<file path="src/rtl/divider_arbiter_if.sv">
// Client/divider bus bundle for divider_arbiter: level requests with per-client operands,
// one-hot acks with a shared result bus, and the start/valid handshake to the divider.
interface divider_arbiter_if #(
    parameter int NREQ = 4
);
    logic [NREQ-1:0]   req;
    logic [8*NREQ-1:0] req_dividend;
    logic [7*NREQ-1:0] req_divisor;
    logic [NREQ-1:0]   ack;
    logic [7:0]        res_quotient;
    logic [6:0]        res_remainder;
    logic              res_err;
    logic              busy;
    logic              div_start;
    logic [7:0]        div_dividendin;
    logic [6:0]        div_divisorin;
    logic [7:0]        div_quotient;
    logic [6:0]        div_remainder;
    logic              div_valid;

    modport slave (
        input  req, req_dividend, req_divisor, div_quotient, div_remainder, div_valid,
        output ack, res_quotient, res_remainder, res_err, busy,
               div_start, div_dividendin, div_divisorin
    );

    modport master (
        output req, req_dividend, req_divisor, div_quotient, div_remainder, div_valid,
        input  ack, res_quotient, res_remainder, res_err, busy,
               div_start, div_dividendin, div_divisorin
    );
endinterface

</file>
<file path="src/rtl/divider_arbiter.sv">
// Round-robin sharing of one sequential 8b/7b divider among NREQ clients, with a
// stale-valid guard and timeout. Define DIV_ARB_ZERO_CHECK_EN to answer x/0 locally.
module divider_arbiter #(
    parameter int NREQ     = 4,
    parameter int MIN_WAIT = 2,
    parameter int TIMEOUT  = 32
) (
    input  logic             clk,
    input  logic             reset,
    divider_arbiter_if.slave ifc
);
    localparam int IW = $clog2(NREQ);
    localparam int CW = $clog2(TIMEOUT + 1);

    typedef enum logic [1:0] {IDLE, START, WAIT, DONE} state_t;

    state_t          r_state;
    logic [IW-1:0]   r_gnt_idx;
    logic [IW-1:0]   r_rr_ptr;
    logic            r_just_done;
    logic [CW-1:0]   r_cnt;
    logic [NREQ-1:0] r_ack;
    logic            r_busy;
    logic            r_div_start;
    logic            r_res_err;
    logic [7:0]      r_dvd;
    logic [6:0]      r_dvs;
    logic [7:0]      r_res_q;
    logic [6:0]      r_res_r;

    logic [NREQ-1:0] w_elig;
    logic [IW:0]     w_idx;
    logic            w_any;
    logic [IW-1:0]   w_gnt_idx;
    logic [7:0]      w_sel_dvd;
    logic [6:0]      w_sel_dvs;

    // The client acked last cycle is still dropping its req, so it sits out one IDLE cycle.
    always_comb begin
        w_elig = ifc.req;
        if (r_just_done) w_elig[r_rr_ptr] = 1'b0;
    end

    // Scan from farthest to nearest after rr_ptr so the nearest eligible client wins.
    always_comb begin
        w_any     = 1'b0;
        w_gnt_idx = '0;
        w_idx     = '0;
        for (int k = NREQ; k >= 1; k--) begin
            w_idx = (IW+1)'(r_rr_ptr) + (IW+1)'(k);
            if (w_idx >= (IW+1)'(NREQ)) w_idx = w_idx - (IW+1)'(NREQ);
            if (w_elig[w_idx[IW-1:0]]) begin
                w_any     = 1'b1;
                w_gnt_idx = w_idx[IW-1:0];
            end
        end
    end

    always_comb begin
        w_sel_dvd = '0;
        w_sel_dvs = '0;
        for (int i = 0; i < NREQ; i++) begin
            if (w_gnt_idx == IW'(i)) begin
                w_sel_dvd = ifc.req_dividend[8*i +: 8];
                w_sel_dvs = ifc.req_divisor[7*i +: 7];
            end
        end
    end

    always_ff @(posedge clk) begin
        if (reset) begin
            r_state     <= IDLE;
            r_gnt_idx   <= '0;
            r_rr_ptr    <= IW'(NREQ - 1);
            r_just_done <= 1'b0;
            r_cnt       <= '0;
            r_ack       <= '0;
            r_busy      <= 1'b0;
            r_div_start <= 1'b0;
            r_res_err   <= 1'b0;
            r_dvd       <= '0;
            r_dvs       <= '0;
            r_res_q     <= '0;
            r_res_r     <= '0;
        end else begin
            r_ack       <= '0;
            r_div_start <= 1'b0;
            r_just_done <= 1'b0;
            case (r_state)
                IDLE: begin
                    if (w_any) begin
                        r_gnt_idx <= w_gnt_idx;
                        r_dvd     <= w_sel_dvd;
                        r_dvs     <= w_sel_dvs;
                        r_busy    <= 1'b1;
`ifdef DIV_ARB_ZERO_CHECK_EN
                        if (w_sel_dvs == '0) begin
                            r_state   <= DONE;
                            r_ack     <= NREQ'(1) << w_gnt_idx;
                            r_res_q   <= 8'hFF;
                            r_res_r   <= w_sel_dvd[6:0];
                            r_res_err <= 1'b1;
                        end else begin
                            r_state     <= START;
                            r_div_start <= 1'b1;
                        end
`else
                        r_state     <= START;
                        r_div_start <= 1'b1;
`endif
                    end
                end
                START: begin
                    r_cnt   <= '0;
                    r_state <= WAIT;
                end
                WAIT: begin
                    r_cnt <= r_cnt + 1'b1;
                    // Early valids may be left over from the divider's previous operation.
                    if (ifc.div_valid && r_cnt >= CW'(MIN_WAIT)) begin
                        r_res_q   <= ifc.div_quotient;
                        r_res_r   <= ifc.div_remainder;
                        r_res_err <= 1'b0;
                        r_ack     <= NREQ'(1) << r_gnt_idx;
                        r_state   <= DONE;
                    end else if (r_cnt == CW'(TIMEOUT - 1)) begin
                        r_res_q   <= '0;
                        r_res_r   <= '0;
                        r_res_err <= 1'b1;
                        r_ack     <= NREQ'(1) << r_gnt_idx;
                        r_state   <= DONE;
                    end
                end
                DONE: begin
                    r_rr_ptr    <= r_gnt_idx;
                    r_just_done <= 1'b1;
                    r_busy      <= 1'b0;
                    r_state     <= IDLE;
                end
                default: r_state <= IDLE;
            endcase
        end
    end

    assign ifc.ack            = r_ack;
    assign ifc.res_quotient   = r_res_q;
    assign ifc.res_remainder  = r_res_r;
    assign ifc.res_err        = r_res_err;
    assign ifc.busy           = r_busy;
    assign ifc.div_start      = r_div_start;
    assign ifc.div_dividendin = r_dvd;
    assign ifc.div_divisorin  = r_dvs;
endmodule

</file>
<file path="src/flat_wrapper.sv">
// flat-port wrapper written by rule: the top's interface ports become plain ports
module divider_arbiter_flat 
#(
    parameter int NREQ     = 4,
    parameter int MIN_WAIT = 2,
    parameter int TIMEOUT  = 32
)
  (clk, reset, ifc_req, ifc_req_dividend, ifc_req_divisor, ifc_div_quotient, ifc_div_remainder, ifc_div_valid, ifc_ack, ifc_res_quotient, ifc_res_remainder, ifc_res_err, ifc_busy, ifc_div_start, ifc_div_dividendin, ifc_div_divisorin);
  divider_arbiter_if #(.NREQ(NREQ)) ifc_i ();
  input  logic clk;
  input  logic reset;
  input wire logic [$bits(ifc_i.req)-1:0] ifc_req;
  input wire logic [$bits(ifc_i.req_dividend)-1:0] ifc_req_dividend;
  input wire logic [$bits(ifc_i.req_divisor)-1:0] ifc_req_divisor;
  input wire logic [$bits(ifc_i.div_quotient)-1:0] ifc_div_quotient;
  input wire logic [$bits(ifc_i.div_remainder)-1:0] ifc_div_remainder;
  input wire logic [$bits(ifc_i.div_valid)-1:0] ifc_div_valid;
  output wire logic [$bits(ifc_i.ack)-1:0] ifc_ack;
  output wire logic [$bits(ifc_i.res_quotient)-1:0] ifc_res_quotient;
  output wire logic [$bits(ifc_i.res_remainder)-1:0] ifc_res_remainder;
  output wire logic [$bits(ifc_i.res_err)-1:0] ifc_res_err;
  output wire logic [$bits(ifc_i.busy)-1:0] ifc_busy;
  output wire logic [$bits(ifc_i.div_start)-1:0] ifc_div_start;
  output wire logic [$bits(ifc_i.div_dividendin)-1:0] ifc_div_dividendin;
  output wire logic [$bits(ifc_i.div_divisorin)-1:0] ifc_div_divisorin;
  assign ifc_i.req = ifc_req;
  assign ifc_i.req_dividend = ifc_req_dividend;
  assign ifc_i.req_divisor = ifc_req_divisor;
  assign ifc_i.div_quotient = ifc_div_quotient;
  assign ifc_i.div_remainder = ifc_div_remainder;
  assign ifc_i.div_valid = ifc_div_valid;
  assign ifc_ack = ifc_i.ack;
  assign ifc_res_quotient = ifc_i.res_quotient;
  assign ifc_res_remainder = ifc_i.res_remainder;
  assign ifc_res_err = ifc_i.res_err;
  assign ifc_busy = ifc_i.busy;
  assign ifc_div_start = ifc_i.div_start;
  assign ifc_div_dividendin = ifc_i.div_dividendin;
  assign ifc_div_divisorin = ifc_i.div_divisorin;
  divider_arbiter #(.NREQ(NREQ), .MIN_WAIT(MIN_WAIT), .TIMEOUT(TIMEOUT)) u_core (.clk(clk), .reset(reset), .ifc(ifc_i));
endmodule
</file>
<file path="config.mk">
export PLATFORM = sky130hd
export DESIGN_NAME = divider_arbiter_flat
export DESIGN_NICKNAME = d
export VERILOG_FILES = /design/src/rtl/divider_arbiter_if.sv /design/src/rtl/divider_arbiter.sv /design/src/flat_wrapper.sv
export SDC_FILE = /design/constraint.sdc
export NUM_CORES = 1
export LEC_CHECK = 0
export CORE_MARGIN = 10
export CORE_UTILIZATION = 23
export DETAILED_ROUTE_END_ITERATION = 7
export SLEW_MARGIN = 20
export SYNTH_ARGS = -nofsm -noshare
export SYNTH_HDL_FRONTEND = slang
export SYNTH_SLANG_ARGS = --single-unit
</file>
<file path="constraint.sdc">
create_clock -name clk -period 3.6 [get_ports clk]
set_input_delay 0.54 -clock clk [delete_from_list [all_inputs] [get_ports clk]]
set_output_delay 0.54 -clock clk [all_outputs]
set_load 0.1 [all_outputs]
</file>
==> run summary <==
synthesized area: 0.002917 mm2
Routed WL per cell: 16.76 um
Core Area: 0.01252 mm2
Syn Area/Cell: 8.785 um2
hpwl dp: 7947 um
number of detailed-route iterations in the first pass: 4
clk buf depth: 2
Die ar.: 0.01759 mm2
final wirelength: 10,290 um
Max IR drop VDD: 158.7 uV
Overall Global Routing Usage: 11.42%
setup TNS: 0 ps
CP max stage cell: dfxtp_1
post-CTS sizing: 0
largest stage delay on the critical path: 700 ps
met2 usage: 18.80%
die span in x: 132.6 um
antenna-violating nets left: 0
Least-Margin Pin Slew: 1056 ps
Worst Clk Skew: 8.631 ps
die height: 132.6 um
H-tree levels: 2
Cell variety after synth: 55
CP max FO: 15
Non-Filler Instances: 614
Yosys reg bits: 50
setup violators final: 0
Residual DRC: 0
GR peak layer: met2
drt via density: 4.842
clk slew on worst S/H paths: 70 ps
commonest non-fill, non-tap cell in the layout: clkdlybuf4s50_1
synthesized netlist cell count: 332
top_reg_cell synth: dfxtp_1
Tmin final: 3265 ps
antenna violations before repair: 0
Rel. slew slack: 29.32%
Setup Slack @ Placement: 322.7 ps
largest net degree at the start of global routing: 33
max-slew violation total from the final report: 0
row count: 41
Post-synth EDFFs: 0
Setup crit start kind: register
CP endpoint kind: register
CTS tree: yes
most frequent cells in the layout: 118 x clkdlybuf4s50_1, 50 x dfxtp_1, 39 x nor2_1
met1 Use GR: 14.09%
worst hold-check path type: reg -> reg
fin nets: 533
final hold viol count: 0
M3 GR Usage: 4.277%
asr flop ratio synth: 0%
Area growth, synth to finish: 51.99%
worst path arrival time: 3430 ps
crit share post-route: 90.69%
sequential area share after synthesis: 34.32%
Crit Path Class: reg -> reg
layout cells sized above 1: 11.54%
status: completed
Skew-Pair Late Insertion Delay: 300 ps
yosys warns: 0
IO Count: 119
postcts setup bufs: 0
CTS Hold Bufs: 0
Leak Pwr: 1.602 nW
gr ovfl total: 0
# diodes: 0
PwrDens: 689.7 mW/mm2
Final Wtd Congestion: 0.8141
Filler cells: 1,303
fmax: 0.3063 GHz
Net Count, Synth: 424
first-pass GRT wire length: 16,590 um
worst setup margin: 335.3 ps
critical-path cell list: inv_1 -> ha_1 -> a21bo_2 -> mux2i_1 -> o32ai_4 -> nand2_1 -> o2bb2ai_1 -> a2111oi_0 -> a211oi_1
placed cell count: 606
vias in the first global route: 3,063
DRT iter0 DRCs: 167
I/O Buffers: 118
cts bufs inserted: 5
via count: 2,973
clk sinks: 50
RSZ-0062 raised after global routing: no
root buf cell: clkbuf_16
max_cap viols: 0
CP Data Required Time: 3760 ps
Initial Utilization: 23.30%
-- worst paths after layout --
check / startpoint / end / slack [ps] / cells after the start
hold / removal: u_core.ifc.div_dividendin[1]$_SDFFE_PP0P_ / u_core.ifc.div_dividendin[1]$_SDFFE_PP0P_ / 450 / 2
hold reg to reg: u_core.ifc.div_dividendin[1]$_SDFFE_PP0P_ / u_core.ifc.div_dividendin[1]$_SDFFE_PP0P_ / 450 / 2
setup reg to reg: u_core.r_rr_ptr[0]$_SDFFE_PP1P_ / u_core.ifc.div_divisorin[2]$_SDFFE_PP0P_ / 340 / 9
setup / recovery: u_core.r_rr_ptr[0]$_SDFFE_PP1P_ / u_core.ifc.div_divisorin[2]$_SDFFE_PP0P_ / 340 / 9
-- Yosys cell counts, types with 2 or more instances --
master     number  area, um2
a22oi_1        17      127.6
a21oi_1         8      40.04
a21bo_2         3      30.03
clkbuf_1       13      48.80
buf_2           3      15.01
nand2_1        32      120.1
nand3_1        18      90.09
buf_1           3      11.26
nor2b_1         3      18.77
o31ai_1        12      90.09
nor4_1          2      12.51
nand2b_1        2      12.51
a221oi_2        2      30.03
inv_1          12      45.04
o21ai_0         6      30.03
a21boi_0        2      15.01
ha_1           10      125.1
a211oi_1        3      22.52
mux2i_1        19      190.2
o211ai_1        2      15.01
o221ai_2       10      150.1
o2bb2ai_1       2      17.52
nor2_1         39      146.4
dfxtp_1        50       1001
mux2_2         12      135.1
o21ai_1        10      50.05
nor3_1          5      25.02
o221ai_1        3      26.28
a21boi_2        2      22.52
nor3b_1         2      15.01
-- layout make-up --
class / instances / area (um2) / area share (%)
Inverter: 12 / 45.04 / 1.016
Multi-Input combinational cell: 249 / 1783 / 40.22
Sequential cell: 50 / 1001 / 22.58
Clock inverter: 3 / 45.04 / 1.016
Tap cell: 172 / 215.2 / 4.855
Timing Repair Buffer: 123 / 1219 / 27.49
Clock buffer: 5 / 125.1 / 2.822
-- sequential cells by signal, summed over array words and instances (netlist names) --
register	cells
u_core.ifc.div_dividendin	8
u_core.ifc.res_quotient	8
u_core.ifc.div_divisorin	7
u_core.ifc.res_remainder	7
u_core.r_cnt	6
u_core.ifc.ack	4
u_core.r_gnt_idx	2
u_core.r_rr_ptr	2
u_core.r_state	2
u_core.ifc.busy	1
u_core.ifc.div_start	1
u_core.ifc.res_err	1
u_core.r_just_done	1
-- report_power, final --
group          switching, mW  total [mW]  leakage [nW]  internal [mW]
sequential            0.0926       0.760         0.408          0.667
combinational           1.20        1.75          1.12          0.546
clock                  0.221       0.549        0.0760          0.328
total                   1.52        3.06          1.60           1.54
-- metal layers --
metal / wire length (um) / vias up
met5: 0 / -
met4: 65 / 0
met3: 914 / 7
met2: 4580 / 128
met1: 4730 / 1394
li1: - / 1444
-- kinds of logic (layout without fill, tap and decap cells) --
group                    after synthesis  in the layout  share of synthesized area [%]
AO/OA/AOI/OAI                         96             96                          27.50
adder cells (fa/ha/maj)               10             10                          4.290
buffers and inverters                 33            143                          4.762
flip-flops                            50             50                          34.32
multiplexers                          32             32                          11.93
AND/OR/NAND/NOR                      111            111                          17.20
-- metrics by stage --
stage / hold slack, ps / cell area, um2 / total power [mW] / util, %
2_1_floorplan: 444.8 / 2917 / 2.058 / -
3_3_place_gp: 435.9 / 4263 / 2.504 / 34.06
3_5_place_dp: 446.5 / 4263 / 2.525 / 34.06
4_1_cts: 456.4 / 4433 / 3.086 / 35.42
5_1_grt: 480.6 / 4433 / 3.227 / 35.42
6_report: 453.5 / 4433 / 3.058 / 35.42
-- worst max-delay path, delay by kind of cell (launching register included) --
family | cells | cell delay, ps
muxes | 1 | 370
AOI/OAI and AO/OA | 5 | 1180
buffers and inverters | 1 | 130
adders and majority gates | 1 | 260
and+or+nand+nor | 1 | 500
DFF | 1 | 700
No activity file was read; power rests on OpenSTA's default activity.
